<file path="src/rtl/issue_pkg.sv">
// Shared definitions for the operand issue stage: default widths, the
// per-stage bypass control layout and the counter saturation constant.
package issue_pkg;

  localparam int XLEN_DEF   = 32;
  localparam int AREG_W_DEF = 5;

  // Control bits a forwarding stage presents alongside its dest index and data.
  typedef struct packed {
    logic valid;
    logic wen;
    logic data_ok;
  } byp_ctrl_t;

  localparam int BYP_CTRL_W = $bits(byp_ctrl_t);

  // Counters compare against the low CNT_W bits of this to stick at all-ones.
  localparam logic [63:0] CNT_ALL_ONES = '1;

endpackage

</file>
<file path="src/rtl/operand_select.sv">
// Resolves one source operand from the forwarding stages or the register file.
// The youngest matching stage wins; a match without data yet stalls the source.
module operand_select
  import issue_pkg::*;
#(
  parameter int XLEN    = XLEN_DEF,
  parameter int AREG_W  = AREG_W_DEF,
  parameter int NUM_BYP = 3
) (
  input  logic [AREG_W-1:0]         i_src_addr,
  input  logic                      i_src_use,
  input  logic [NUM_BYP-1:0]        i_byp_valid,
  input  logic [NUM_BYP-1:0]        i_byp_wen,
  input  logic [NUM_BYP*AREG_W-1:0] i_byp_addr,
  input  logic [NUM_BYP-1:0]        i_byp_data_ok,
  input  logic [NUM_BYP*XLEN-1:0]   i_byp_data,
  input  logic [XLEN-1:0]           i_rf_rdata,
  output logic                      o_ready,
  output logic [XLEN-1:0]           o_data
);

  byp_ctrl_t       w_ctrl;
  logic            w_hit;
  logic            w_hit_ok;
  logic [XLEN-1:0] w_hit_data;

  // Scan oldest to youngest so the youngest match is the last one written.
  always_comb begin
    w_ctrl     = '0;
    w_hit      = 1'b0;
    w_hit_ok   = 1'b0;
    w_hit_data = '0;
    for (int j = NUM_BYP - 1; j >= 0; j--) begin
      w_ctrl = '{valid: i_byp_valid[j], wen: i_byp_wen[j], data_ok: i_byp_data_ok[j]};
      if (w_ctrl.valid && w_ctrl.wen &&
          (i_byp_addr[j*AREG_W +: AREG_W] == i_src_addr)) begin
        w_hit      = 1'b1;
        w_hit_ok   = w_ctrl.data_ok;
        w_hit_data = i_byp_data[j*XLEN +: XLEN];
      end
    end
  end

  // x0 and unused sources never stall, even when a stage claims to write r0.
  always_comb begin
    o_ready = 1'b1;
    o_data  = '0;
    if (i_src_use && (i_src_addr != '0)) begin
      if (w_hit) begin
        o_ready = w_hit_ok;
        if (w_hit_ok) o_data = w_hit_data;
      end else begin
        o_data = i_rf_rdata;
      end
    end
  end

endmodule

</file>
<file path="src/rtl/operand_issue_stage.sv">
// Decode/issue stage: main + skid holding registers, per-source operand
// forwarding, valid/ready issue handshake and saturating stall counters.
module operand_issue_stage
  import issue_pkg::*;
#(
  parameter int XLEN      = XLEN_DEF,
  parameter int AREG_W    = AREG_W_DEF,
  parameter int NUM_SRC   = 2,
  parameter int NUM_BYP   = 3,
  parameter int PAYLOAD_W = 128,
  parameter int CNT_W     = 32
) (
  input  logic                      clk,
  input  logic                      reset,
  input  logic                      flush,
  input  logic                      in_valid,
  output logic                      in_ready,
  input  logic [PAYLOAD_W-1:0]      in_payload,
  input  logic [NUM_SRC*AREG_W-1:0] in_src_addr,
  input  logic [NUM_SRC-1:0]        in_src_use,
  output logic [NUM_SRC*AREG_W-1:0] rf_raddr,
  input  logic [NUM_SRC*XLEN-1:0]   rf_rdata,
  input  logic [NUM_BYP-1:0]        byp_valid,
  input  logic [NUM_BYP-1:0]        byp_wen,
  input  logic [NUM_BYP*AREG_W-1:0] byp_addr,
  input  logic [NUM_BYP-1:0]        byp_data_ok,
  input  logic [NUM_BYP*XLEN-1:0]   byp_data,
  output logic                      out_valid,
  input  logic                      out_ready,
  output logic [PAYLOAD_W-1:0]      out_payload,
  output logic [NUM_SRC*XLEN-1:0]   out_src_data,
  output logic [CNT_W-1:0]          hazard_cnt,
  output logic [CNT_W-1:0]          bp_cnt
);

  localparam logic [CNT_W-1:0] CNT_MAX = CNT_ALL_ONES[CNT_W-1:0];

  logic                      r_main_valid;
  logic [PAYLOAD_W-1:0]      r_main_payload;
  logic [NUM_SRC*AREG_W-1:0] r_main_addr;
  logic [NUM_SRC-1:0]        r_main_use;
  logic                      r_skid_valid;
  logic [PAYLOAD_W-1:0]      r_skid_payload;
  logic [NUM_SRC*AREG_W-1:0] r_skid_addr;
  logic [NUM_SRC-1:0]        r_skid_use;
  logic                      r_in_ready;
  logic [CNT_W-1:0]          r_hazard_cnt;
  logic [CNT_W-1:0]          r_bp_cnt;

  logic                      w_nxt_main_valid;
  logic [PAYLOAD_W-1:0]      w_nxt_main_payload;
  logic [NUM_SRC*AREG_W-1:0] w_nxt_main_addr;
  logic [NUM_SRC-1:0]        w_nxt_main_use;
  logic                      w_nxt_skid_valid;
  logic [PAYLOAD_W-1:0]      w_nxt_skid_payload;
  logic [NUM_SRC*AREG_W-1:0] w_nxt_skid_addr;
  logic [NUM_SRC-1:0]        w_nxt_skid_use;

  logic [NUM_SRC-1:0]        w_src_ready;
  logic                      w_go;
  logic                      w_fire;
  logic                      w_in_hs;
  logic                      w_main_free;

  for (genvar k = 0; k < NUM_SRC; k++) begin : g_src
    operand_select #(
      .XLEN    (XLEN),
      .AREG_W  (AREG_W),
      .NUM_BYP (NUM_BYP)
    ) u_sel (
      .i_src_addr    (r_main_addr[k*AREG_W +: AREG_W]),
      .i_src_use     (r_main_use[k]),
      .i_byp_valid   (byp_valid),
      .i_byp_wen     (byp_wen),
      .i_byp_addr    (byp_addr),
      .i_byp_data_ok (byp_data_ok),
      .i_byp_data    (byp_data),
      .i_rf_rdata    (rf_rdata[k*XLEN +: XLEN]),
      .o_ready       (w_src_ready[k]),
      .o_data        (out_src_data[k*XLEN +: XLEN])
    );
  end

  assign w_go        = &w_src_ready;
  assign w_fire      = r_main_valid & w_go & out_ready;
  assign w_in_hs     = in_valid & r_in_ready;
  assign w_main_free = ~r_main_valid | w_fire;

  // Flush wins over any load; an input handshaking in a flush cycle is dropped.
  always_comb begin
    w_nxt_main_valid   = r_main_valid;
    w_nxt_main_payload = r_main_payload;
    w_nxt_main_addr    = r_main_addr;
    w_nxt_main_use     = r_main_use;
    w_nxt_skid_valid   = r_skid_valid;
    w_nxt_skid_payload = r_skid_payload;
    w_nxt_skid_addr    = r_skid_addr;
    w_nxt_skid_use     = r_skid_use;
    if (flush) begin
      w_nxt_main_valid = 1'b0;
      w_nxt_skid_valid = 1'b0;
    end else if (w_main_free) begin
      if (r_skid_valid) begin
        w_nxt_main_valid   = 1'b1;
        w_nxt_main_payload = r_skid_payload;
        w_nxt_main_addr    = r_skid_addr;
        w_nxt_main_use     = r_skid_use;
        w_nxt_skid_valid   = 1'b0;
        if (w_in_hs) begin
          w_nxt_skid_valid   = 1'b1;
          w_nxt_skid_payload = in_payload;
          w_nxt_skid_addr    = in_src_addr;
          w_nxt_skid_use     = in_src_use;
        end
      end else begin
        w_nxt_main_valid   = w_in_hs;
        w_nxt_main_payload = in_payload;
        w_nxt_main_addr    = in_src_addr;
        w_nxt_main_use     = in_src_use;
      end
    end else if (w_in_hs) begin
      w_nxt_skid_valid   = 1'b1;
      w_nxt_skid_payload = in_payload;
      w_nxt_skid_addr    = in_src_addr;
      w_nxt_skid_use     = in_src_use;
    end
  end

  always_ff @(posedge clk) begin
    if (reset) begin
      r_main_valid   <= 1'b0;
      r_main_payload <= '0;
      r_main_addr    <= '0;
      r_main_use     <= '0;
      r_skid_valid   <= 1'b0;
      r_skid_payload <= '0;
      r_skid_addr    <= '0;
      r_skid_use     <= '0;
      r_in_ready     <= 1'b1;
    end else begin
      r_main_valid   <= w_nxt_main_valid;
      r_main_payload <= w_nxt_main_payload;
      r_main_addr    <= w_nxt_main_addr;
      r_main_use     <= w_nxt_main_use;
      r_skid_valid   <= w_nxt_skid_valid;
      r_skid_payload <= w_nxt_skid_payload;
      r_skid_addr    <= w_nxt_skid_addr;
      r_skid_use     <= w_nxt_skid_use;
      r_in_ready     <= ~w_nxt_skid_valid;
    end
  end

  // Counters look at the current state only, so they keep counting through a flush.
  always_ff @(posedge clk) begin
    if (reset) begin
      r_hazard_cnt <= '0;
      r_bp_cnt     <= '0;
    end else begin
      if (r_main_valid && !w_go && (r_hazard_cnt != CNT_MAX))
        r_hazard_cnt <= r_hazard_cnt + 1'b1;
      if (r_main_valid && w_go && !out_ready && (r_bp_cnt != CNT_MAX))
        r_bp_cnt <= r_bp_cnt + 1'b1;
    end
  end

  assign in_ready    = r_in_ready;
  assign out_valid   = r_main_valid & w_go;
  assign out_payload = r_main_payload;
  assign rf_raddr    = r_main_addr;
  assign hazard_cnt  = r_hazard_cnt;
  assign bp_cnt      = r_bp_cnt;

endmodule

</file>
<file path="config.mk">
export PLATFORM = sky130hd
export DESIGN_NAME = operand_issue_stage
export DESIGN_NICKNAME = d
export VERILOG_FILES = /design/src/rtl/issue_pkg.sv /design/src/rtl/operand_select.sv /design/src/rtl/operand_issue_stage.sv
export SDC_FILE = /design/constraint.sdc
export NUM_CORES = 1
export LEC_CHECK = 0
export CAP_MARGIN = 20
export CORE_AREA = 2 2 272 274
export CTS_BUF_LIST = sky130_fd_sc_hd__clkbuf_8
export CTS_CLUSTER_DIAMETER = 50
export DETAILED_ROUTE_END_ITERATION = 8
export DIE_AREA = 0 0 274 276
export SYNTH_ARGS = -nofsm -noshare
export SYNTH_HDL_FRONTEND = slang
export SYNTH_SLANG_ARGS = --single-unit
</file>
<file path="constraint.sdc">
create_clock -name clk -period 4.15 [get_ports clk]
set_input_delay 0.83 -clock clk [delete_from_list [all_inputs] [get_ports clk]]
set_output_delay 0.83 -clock clk [all_outputs]
set_load 0.02 [all_outputs]
</file>
# Yosys cells after proc, flatten, opt, wreduce, memory -nomap -nowiden
# Index checks and enable logic that the tools add are counted.
# Widths: inputs -> output; s select.
# op_classes
add_sub_neg,2
n_eq_ne,9
n_mux,46
n_bitwise,7
n_reduce_logical,24
# op_table
cell,n
$mux 128,4
$mux 32,12
$add 32x1->32 const B,2
$ne 32x32->1 const B,2
$mux 10,4
$eq 5x5->1,6
$mux 1,22
$logic_and 1x1->1,16
$reduce_bool 5->1,2
$mux 2,4
$reduce_and 2->1,3
$and 1x1->1,3
$not 1->1,3
$logic_not 1->1,2
$ne 2x2->1 const B,1
$reduce_or 2->1,1
$or 1x1->1,1
# totals
regBits,347
out_inout_bits,268
word_cells,99

# Depth between registers and ports, before layout
# Gate-level depths: netlist (run 1).
# depth
ltp_word,14
depth_mapped,14

# Modules after synthesis
# Synthesis (run 1) repeated with hierarchy kept, for this count alone.
# hier_totals
cells_unflattened,2022
area_unflattened_um2,17132.7
# modules_own_cells
mod,instances,cells_per_inst,area_per_inst_um2,seq_area_each_um2
operand_issue_stage,1,1642,14154.8,6946.7
operand_select,2,190,1488.9,0.0

# Least setup slack after synthesis (run 1)
# Ideal clock, no wire load.
# synth_path
path_kind,input port to output port
startpoint,in byp_addr[4]
endpoint,out out_src_data[10]
arrival_ns,2.786
path_slack_ns,0.534
stages,9
path_buffers,2
cell_sequence,xor2_1 nor4_1 nand4_1 o311ai_4 and2_1 clkbuf_1 clkbuf_1 o211ai_1 a21oi_1
# synth_via
elab_chain_len,6
word_cells_on_any_way,8
cone_classes,1 x eq/ne; 6 x mux; 1 x reduce/logical
# synth_rtl
element,line,source
start: declaration,operand_issue_stage.sv:25,"input logic [NUM_BYP*AREG_W-1:0] byp_addr,"
$eq 5x5->1 *,operand_select.sv:36,(i_byp_addr[j*AREG_W +: AREG_W] == i_src_addr)) begin
$logic_and 1x1->1 *,operand_select.sv:35,if (w_ctrl.valid && w_ctrl.wen &&
$mux 32 / $mux 1 (equally long branches),operand_select.sv:35,
$mux 32,operand_select.sv:51,if (w_hit_ok) o_data = w_hit_data;
$mux 32 *,operand_select.sv:49,if (w_hit) begin
$mux 32 *,operand_select.sv:48,if (i_src_use && (i_src_addr != '0)) begin
end: declaration,operand_issue_stage.sv:31,"output logic [NUM_SRC*XLEN-1:0] out_src_data,"
# Every way passes the cells marked *; elsewhere a longest branch is shown, timed or not.

# Final worst setup path (run 1)
# layout_path
startpoint,in byp_addr[0]
endpoint,out out_src_data[53]
# The elaborated chain is that of the path after synthesis.

==> results of run 1 <==
[routing by layer]
layer | vias up | routed length (um) | share of wire [%]
met5 | - | 23 | 0.030
met4 | 4 | 3070 | 4.0
met3 | 119 | 5940 | 7.7
met2 | 607 | 38900 | 50
met1 | 8600 | 29400 | 38
li1 | 8581 | - | -
[placed cells by master (no fill, tap or decap), types with 6 or more instances in the layout]
master / n
dfxtp_1: 342
o211ai_1: 65
clkbuf_8: 72
mux2_2: 8
or4_1: 16
a221o_1: 64
nor4_1: 9
a21oi_1: 108
inv_1: 26
dlygate4sd2_1: 15
buf_12: 43
and2_1: 7
xnor2_1: 18
buf_2: 30
a211oi_1: 141
o31ai_1: 14
clkdlybuf4s50_1: 519
nor2_1: 166
clkbuf_2: 17
xor2_1: 16
nand3_1: 28
buf_4: 124
nor2b_1: 8
or3_1: 31
o21ai_0: 29
nor3_1: 6
nand2b_1: 284
nand2_1: 89
mux2i_1: 282
nand4_1: 18
and3_1: 10
[layout make-up]
type                            count  area (um2)  area share, %
Multi-Input combinational cell   1477       10400           37.9
Inverter                            8        30.0          0.110
Timing Repair Buffer              760        7520           27.4
Clock buffer                       72         991           3.62
Clock inverter                     34         317           1.15
Antenna cell                        5        12.5         0.0457
Tap cell                          959        1200           4.38
Sequential cell                   347        6960           25.4
[flip-flops by register name, summed over array words and instances, names as in the netlist]
| signal | flops |
|---|---|
| bp_cnt | 32 |
| hazard_cnt | 32 |
| in_ready | 1 |
| out_payload | 128 |
| r_main_use | 2 |
| r_main_valid | 1 |
| r_skid_addr | 10 |
| r_skid_payload | 128 |
| r_skid_use | 2 |
| r_skid_valid | 1 |
| rf_raddr | 10 |
[worst reg2reg max path, cell delays in order (launching register included)]
cell	delay, ns
dfxtp_1	0.49
buf_4	0.21
xor2_1	0.15
nor2_1	0.08
and4_2	0.27
buf_4	0.17
nor3b_4	0.28
buf_4	0.22
a2111oi_0	0.08
buf_4	0.16
a2111oi_2	0.49
buf_4	0.24
buf_12	0.20
buf_12	0.21
nor2_1	0.06
a211oi_1	0.23
[metrics by stage]
stage	setup slack (ns)	hold slack [ns]
6_report	0.0938	0.470
5_1_grt	0.000880	0.489
4_1_cts	-0.00971	0.476
3_5_place_dp	-0.545	0.464
3_3_place_gp	-0.529	0.458
2_1_floorplan	0.534	0.448
[worst max path at each step]
stage / cells after the start / endpoint / slack (ns) / startpoint
finish: 11 / out_src_data[53] / 0.09 / byp_addr[0]
detailed placement: 11 / out_src_data[42] / -0.54 / byp_addr[2]
global route: 11 / out_src_data[51] / 0.0009 / byp_addr[4]
global placement: 11 / out_src_data[42] / -0.53 / byp_addr[2]
CTS: 10 / out_valid / -0.01 / byp_addr[11]
floorplan: 9 / out_src_data[10] / 0.53 / byp_addr[4]
[power by group through the flow]
| stage | clock [mW] | combinational, mW | sequential, mW |
|---|---|---|---|
| floorplan | 0 | 0.512 | 3.71 |
| global placement | 0 | 1.54 | 3.61 |
| detailed placement | 0 | 1.55 | 3.61 |
| CTS | 3.59 | 1.54 | 3.54 |
| global route | 3.71 | 1.63 | 3.55 |
| finish | 3.44 | 1.53 | 3.54 |
[kinds of logic (layout without fill, tap and decap cells)]
logic type | Yosys count | in the layout | synth area share [%]
AOI/OAI and AO/OA | 446 | 446 | 17.9
xor gates and xnor gates | 35 | 35 | 1.70
adders and majority gates | 3 | 3 | 0.195
buffers and inverters | 192 | 874 | 4.49
DFF | 347 | 347 | 38.6
muxes | 290 | 290 | 16.2
other | 0 | 5 | 0
and+or+nand+nor | 703 | 703 | 20.9
[synth_stat cells, types with 2 or more instances]
cell type,n
o21ai_1,2
buf_1,3
nor4_1,10
a211oi_1,141
or2_2,2
o21ai_0,29
xnor2_1,19
or3_1,33
a2111oi_0,2
mux2i_1,282
nor2_1,169
ha_1,2
buf_2,34
a31o_2,3
nor3_1,8
o31ai_1,14
inv_1,8
dfxtp_1,347
buf_4,10
and3_1,10
nor2b_1,8
nand3_1,29
o41ai_1,3
nand4_1,18
a221o_1,64
and2_1,8
and4_1,7
or4_1,17
o211ai_1,65
nand3b_1,2
a21oi_1,113
nand2_1,93
nand2b_1,284
clkbuf_1,136
mux2_2,8
xor2_1,16
[timing repair]
item                       4_1_cts  5_1_grt
buffers inserted                 4        2
setup endpoints to repair       64       49
cloned                           1        1
pin swaps                        3       12
resized for setup              193       66
==> summary.txt, run 1 <==
Setup path
  – Most used cell, CP: buf_4
  – CP Max Fanout: 10
  – Reg2reg setup slack: 0.53 ns
  – CP endpoint kind: output port
  – Crit path cell chain: clkdlybuf4s50_1, buf_4, xnor2_1, nand4_1, or2_2, a31oi_4, buf_4, clkbuf_16, o211ai_1, a21oi_1, buf_4
  – Critical Setup Path Class: input pin to output port
  – Critical path arrival: approximately 3.2 ns
  – CP Data Required Time: 3.32 ns
  – Max incr delay on CP: 0.50 ns
  – R2R Path End: out_payload[121]
  – Critical path buffers and inverters: 5
  – CP top delay family: buffers and inverters
  – Crit path max-delay cell type: clkdlybuf4s50_1
  – Startpoint types: input pin
  – Reg2Reg Depth: 15
  – Reg2reg start: rf_raddr[1]

STA
  – Final Setup Violations: 0
  – Normalized max-slew margin: 40.7%
  – Maximum clock rate: 0.247 GHz
  – Final Skew: 0.0399 ns
  – Worst-Margin Slew: 0.882 ns
  – Unrepaired setup endpoints after global routing: no
  – Setup TNS: 0 ns
  – Final hold viol count: 0
  – Max Slew Vio Count: 0
  – Fin crit share: between 90 and 100%
  – Post-route minimum period: roughly 4.1 ns

Logic synthesis
  – Synth Flop Type: dfxtp_1
  – Sequential-to-total area share from yosys stat: 38.6%
  – Post-synth top area share: 38.6%
  – Fraction of registers with async set/reset: 0%
  – Distinct cells, synth: 53
  – Dominant cells by area after synthesis: dfxtp_1 (39%), mux2i_1 (16%), nand2b_1 (9.9%)
  – Synth Register Bits: ~350
  – Yosys top cell by area: dfxtp_1
  – YS warnings: 0
  – Syn Area/Cell: 8.93 um2
  – EDFF count, synth: 0
  – Post-Syn Area: 18,000 um2
  – Cell count after synthesis: 2,016
  – Synth Net Count: 2,347

Clocking
  – Worst-Skew Late Latency: 0.64 ns
  – Post-CTS Hold Buffers: 0
  – Htree depth: 3
  – Clock sink count: about 350
  – Total CTS buffers: 66
  – Clock-pin slew on the worst setup and hold paths: 0.06 ns
  – CTS tree: built
  – CTS Root Cell: clkbuf_8
  – Clk buf depth: 3

Final layout
  – Cell area after layout: between 20,000 and 30,000 um2
  – Layout cells sized above 1: 13.5%
  – Area Overhead vs Synth: 52.3%
  – Non-filler cells in the finished layout: 3,662
  – Nets: 2,991
  – Fillers: 7,312
  – Final core utilization: a little under two fifths

Floorplan
  – DIE AREA: 75,600 um2
  – Core area: 72,600 um2
  – Die height: approximately 280 um
  – Initial Util: about a quarter
  – Die Wd: 274 um
  – Std-Cell Rows: 99
  – Ports: 597

GRT
  – All-Layer GR Usage: around a fifth
  – Met3 Use GR: 5.56%
  – Largest net degree at the start of global routing: ~130
  – First-pass GRT wire length: 114,000 um
  – Met2 GRT Util: 35.2%
  – Vias in the first global route: 18,400
  – Initial antenna violation count: 7
  – GR Util met1: a little over a fifth
  – Remaining Overflow, GRT: 0
  – GRT Max-Usage Layer: met2

Power and ir drop
  – Pwr per Cell Area: 310 nW/um2
  – Int Pwr: around 6.1 mW
  – Clk network pwr share: 40.4%
  – Sequential power share: 41.6%
  – Logic gate share of total power: between 15 and 20%
  – VDD IR max: 0.197 mV
  – Net Sw Frac: 27.9%
  – Net switching power: 2.37 mW
  – LEAKAGE: 9.66 nW
  – Final Power: 8.51 mW

Drt
  – WL per Instance: 21.1 um
  – Drt drc: 0
  – Detailed Route WL: a little under 80,000 um
  – DRT Pass-1 Iters: 5
  – Vias: approximately 18,000
  – DRT iter0 DRCs: 898
  – Final ANT Viol Nets: 0
  – Drt via density: around 5

Run status
  – Outcome: finished, final reports clean

Placement
  – Dpl cells: 3,543
  – Buffers on Ports: 596
  – Gp weighted congestion: between 0.9 and 1
  – Hpwl dp: 58,900 um
  – Post-DP Area: 26,100 um2

Run
  – Max-Cap Viols: 0

Worst hold path
  – Hold_sp: r_skid_payload[78]
  – Hold Path Class: register to register
  – Hold EP: r_skid_payload[78]
  – Hold path cells: 2
Power figures use the tool's default switching activity.
==> inputs of run 2 (changes only) <==
--- a/config.mk
+++ b/config.mk
@@ -11,6 +11,7 @@
 export CTS_CLUSTER_DIAMETER = 50
 export DETAILED_ROUTE_END_ITERATION = 8
 export DIE_AREA = 0 0 274 276
+export HOLD_SLACK_MARGIN = 0.02
 export SYNTH_ARGS = -nofsm -noshare
 export SYNTH_HDL_FRONTEND = slang
 export SYNTH_SLANG_ARGS = --single-unit
==> constraint.sdc (replaced) <==
create_clock -name clk -period 3.3 [get_ports clk]
set_input_delay 0.66 -clock clk [delete_from_list [all_inputs] [get_ports clk]]
set_output_delay 0.66 -clock clk [all_outputs]
set_load 0.02 [all_outputs]
==> summary.txt, run 2 (synthesized netlist as in run 1, its figures left out) <==
Run status
  – Outcome: complete, but fails checks
  – Failing checks: setup timing

Floorplan
  – Ports: between 500 and 600
  – Die height: about 280 um
  – DIE AREA: 75,600 um2
  – Initial Util: 24.8%
  – Die Wd: 274 um
  – Core area: 72,600 um2
  – Std-Cell Rows: between 90 and 100

STA
  – Unrepaired setup endpoints after global routing: yes
  – Maximum clock rate: 0.271 GHz
  – Post-route minimum period: approximately 3.7 ns
  – Setup ws final: -0.392 ns
  – Max Slew Vio Count: 0
  – Final Setup Violations: 247
  – Normalized max-slew margin: around 14%
  – Worst-Margin Slew: around 1.3 ns
  – Fin crit share: 112%
  – Setup TNS: -27.67 ns
  – Final hold viol count: 0
  – Final Skew: 0.0282 ns

Clocking
  – Total CTS buffers: 66
  – Htree depth: 3
  – Clk buf depth: 3
  – Clock-pin slew on the worst setup and hold paths: 0.05 ns
  – Clock sink count: 347
  – Worst-Skew Late Latency: between 0.6 and 0.7 ns
  – CTS Root Cell: clkbuf_8
  – CTS tree: built

Setup path
  – CP Data Required Time: 2.64 ns
  – CP Launch Point: byp_addr[5]
  – Max incr delay on CP: ~0.34 ns
  – Crit path cell chain: dlygate4sd2_1, buf_4, xnor2_2, nand4_1, o211ai_1, a31oi_4, buf_6, buf_6, buf_6, or3_4, buf_6, nand3_4, inv_2, buf_12
  – CP Max Fanout: 2
  – Startpoint types: input pin
  – Worst Setup EP: out_valid
  – Reg2reg start: rf_raddr[2]
  – Reg2reg setup slack: -0.17 ns
  – Reg2Reg Depth: 16
  – Critical Setup Path Class: input pin to output port
  – Most used cell, CP: buf_6
  – R2R Path End: hazard_cnt[9]
  – CP endpoint kind: output port
  – Crit path max-delay cell type: or3_4
  – Critical path arrival: ~3.0 ns

Placement
  – Place WS: -1.02 ns
  – Buffers on Ports: a little under 600
  – Hpwl dp: between 50,000 and 60,000 um
  – Gp weighted congestion: 0.996

GRT
  – First-pass GRT wire length: 119,000 um
  – Remaining Overflow, GRT: 0
  – Largest net degree at the start of global routing: 163
  – Vias in the first global route: 18,700
  – Initial antenna violation count: 13
  – All-Layer GR Usage: 20.5%

Worst hold path
  – Hold Path Class: register to register
  – Hold_sp: r_skid_payload[1]

Final layout
  – Commonest non-fill, non-tap cell in the layout: clkdlybuf4s50_1
  – Nets: 3,106
  – Final core utilization: 43.2%
  – Layout cells sized above 1: 26.3%
  – Multi-input logic area: 11,800 um2
  – Most frequent cells in the layout: clkdlybuf4s50_1 (512), dfxtp_1 (336), nand2b_1 (283), mux2i_1 (281), buf_4 (157)
  – Fillers: 7,012
  – Reg area: around 7000 um2
  – Area Overhead vs Synth: 74.2%

Drt
  – Drt via density: between 4 and 5
  – DRT iter0 DRCs: a little over 1,000
  – Final ANT Viol Nets: 0
  – Detailed Route WL: 87,600 um
  – DRT Pass-1 Iters: 5
  – Vias: 19,000
  – Drt drc: 0
  – WL per Instance: 23.1 um

Power and ir drop
  – LEAKAGE: 11.2 nW
  – Pwr per Cell Area: 365 nW/um2
  – VDD IR max: 0.279 mV
  – Final Power: 11.5 mW

Run
  – Max-Cap Viols: 0
[run 2: cell types whose count changed in the layout (fill, tap and decap cells not counted), moves of 16 or more]
cell,change
a211oi_1,-86
a211oi_2,+86
a21oi_1,-17
a21oi_2,+17
buf_16,+20
buf_2,-29
buf_4,+33
buf_6,+62
clkbuf_16,+37
clkbuf_2,-16
clkbuf_8,+18
nor2_1,-86
nor2_2,+36
nor2_4,+50
[run 2: worst min path at each step]
stage                               to  slack [ns]  cells past startpoint
global route            out_payload[7]        0.47                      2
finish               r_skid_payload[1]        0.47                      2
global placement     r_skid_payload[5]        0.46                      2
detailed placement  r_skid_payload[20]        0.46                      2
CTS                    out_payload[72]        0.39                      2
floorplan               r_skid_addr[0]        0.45                      2
[run 2: per-stage QoR]
step | instance area (um2) | cells | hold slack [ns]
3_3_place_gp | 26200 | 3547 | 0.457
4_1_cts | 28800 | 3718 | 0.392
6_report | 31400 | 3794 | 0.473
2_1_floorplan | 18000 | 2016 | 0.448
5_1_grt | 31400 | 3794 | 0.465
3_5_place_dp | 26200 | 3547 | 0.464
[run 2: area by class of cell]
type                            count  area share (%)
Multi-Input combinational cell   1478            37.5
Inverter                            8          0.0958
Antenna cell                        8          0.0639
Clock inverter                     30           0.670
Sequential cell                   347            22.3
Timing Repair Buffer              874            31.6
Tap cell                          959            3.83
Clock buffer                       90            3.95
[run 2: power breakdown]
| group | switching, mW | internal [mW] | total, mW |
|---|---|---|---|
| combinational | 1.14 | 1.24 | 2.37 |
| clock | 2.00 | 2.61 | 4.60 |
| sequential | 0.133 | 4.34 | 4.47 |
[run 2: what timing repair did]
action,in CTS,in global routing
setup endpoints to repair,387,358
hold buffers,0,0
gates resized for setup,444,359
gates cloned,18,51
buffers inserted,36,26
pin swaps,88,112
[run 2: metal layers]
metal / up-vias / track usage (%) / share of wire (%)
li1: 8830 / - / -
met1: 9142 / 21.6 / 37
met2: 761 / 36.1 / 50
met3: 217 / 6.14 / 7.6
met4: 10 / 11.7 / 5.5
met5: - / 0 / 0.072
[run 2: critical path: cells and delay by family]
family | cells | cell delay [ns]
buffers and inverters | 8 | 1.11
xor gates and xnor gates | 1 | 0.17
and+or+nand+nor | 3 | 0.62
AOI/OAI and AO/OA | 2 | 0.46
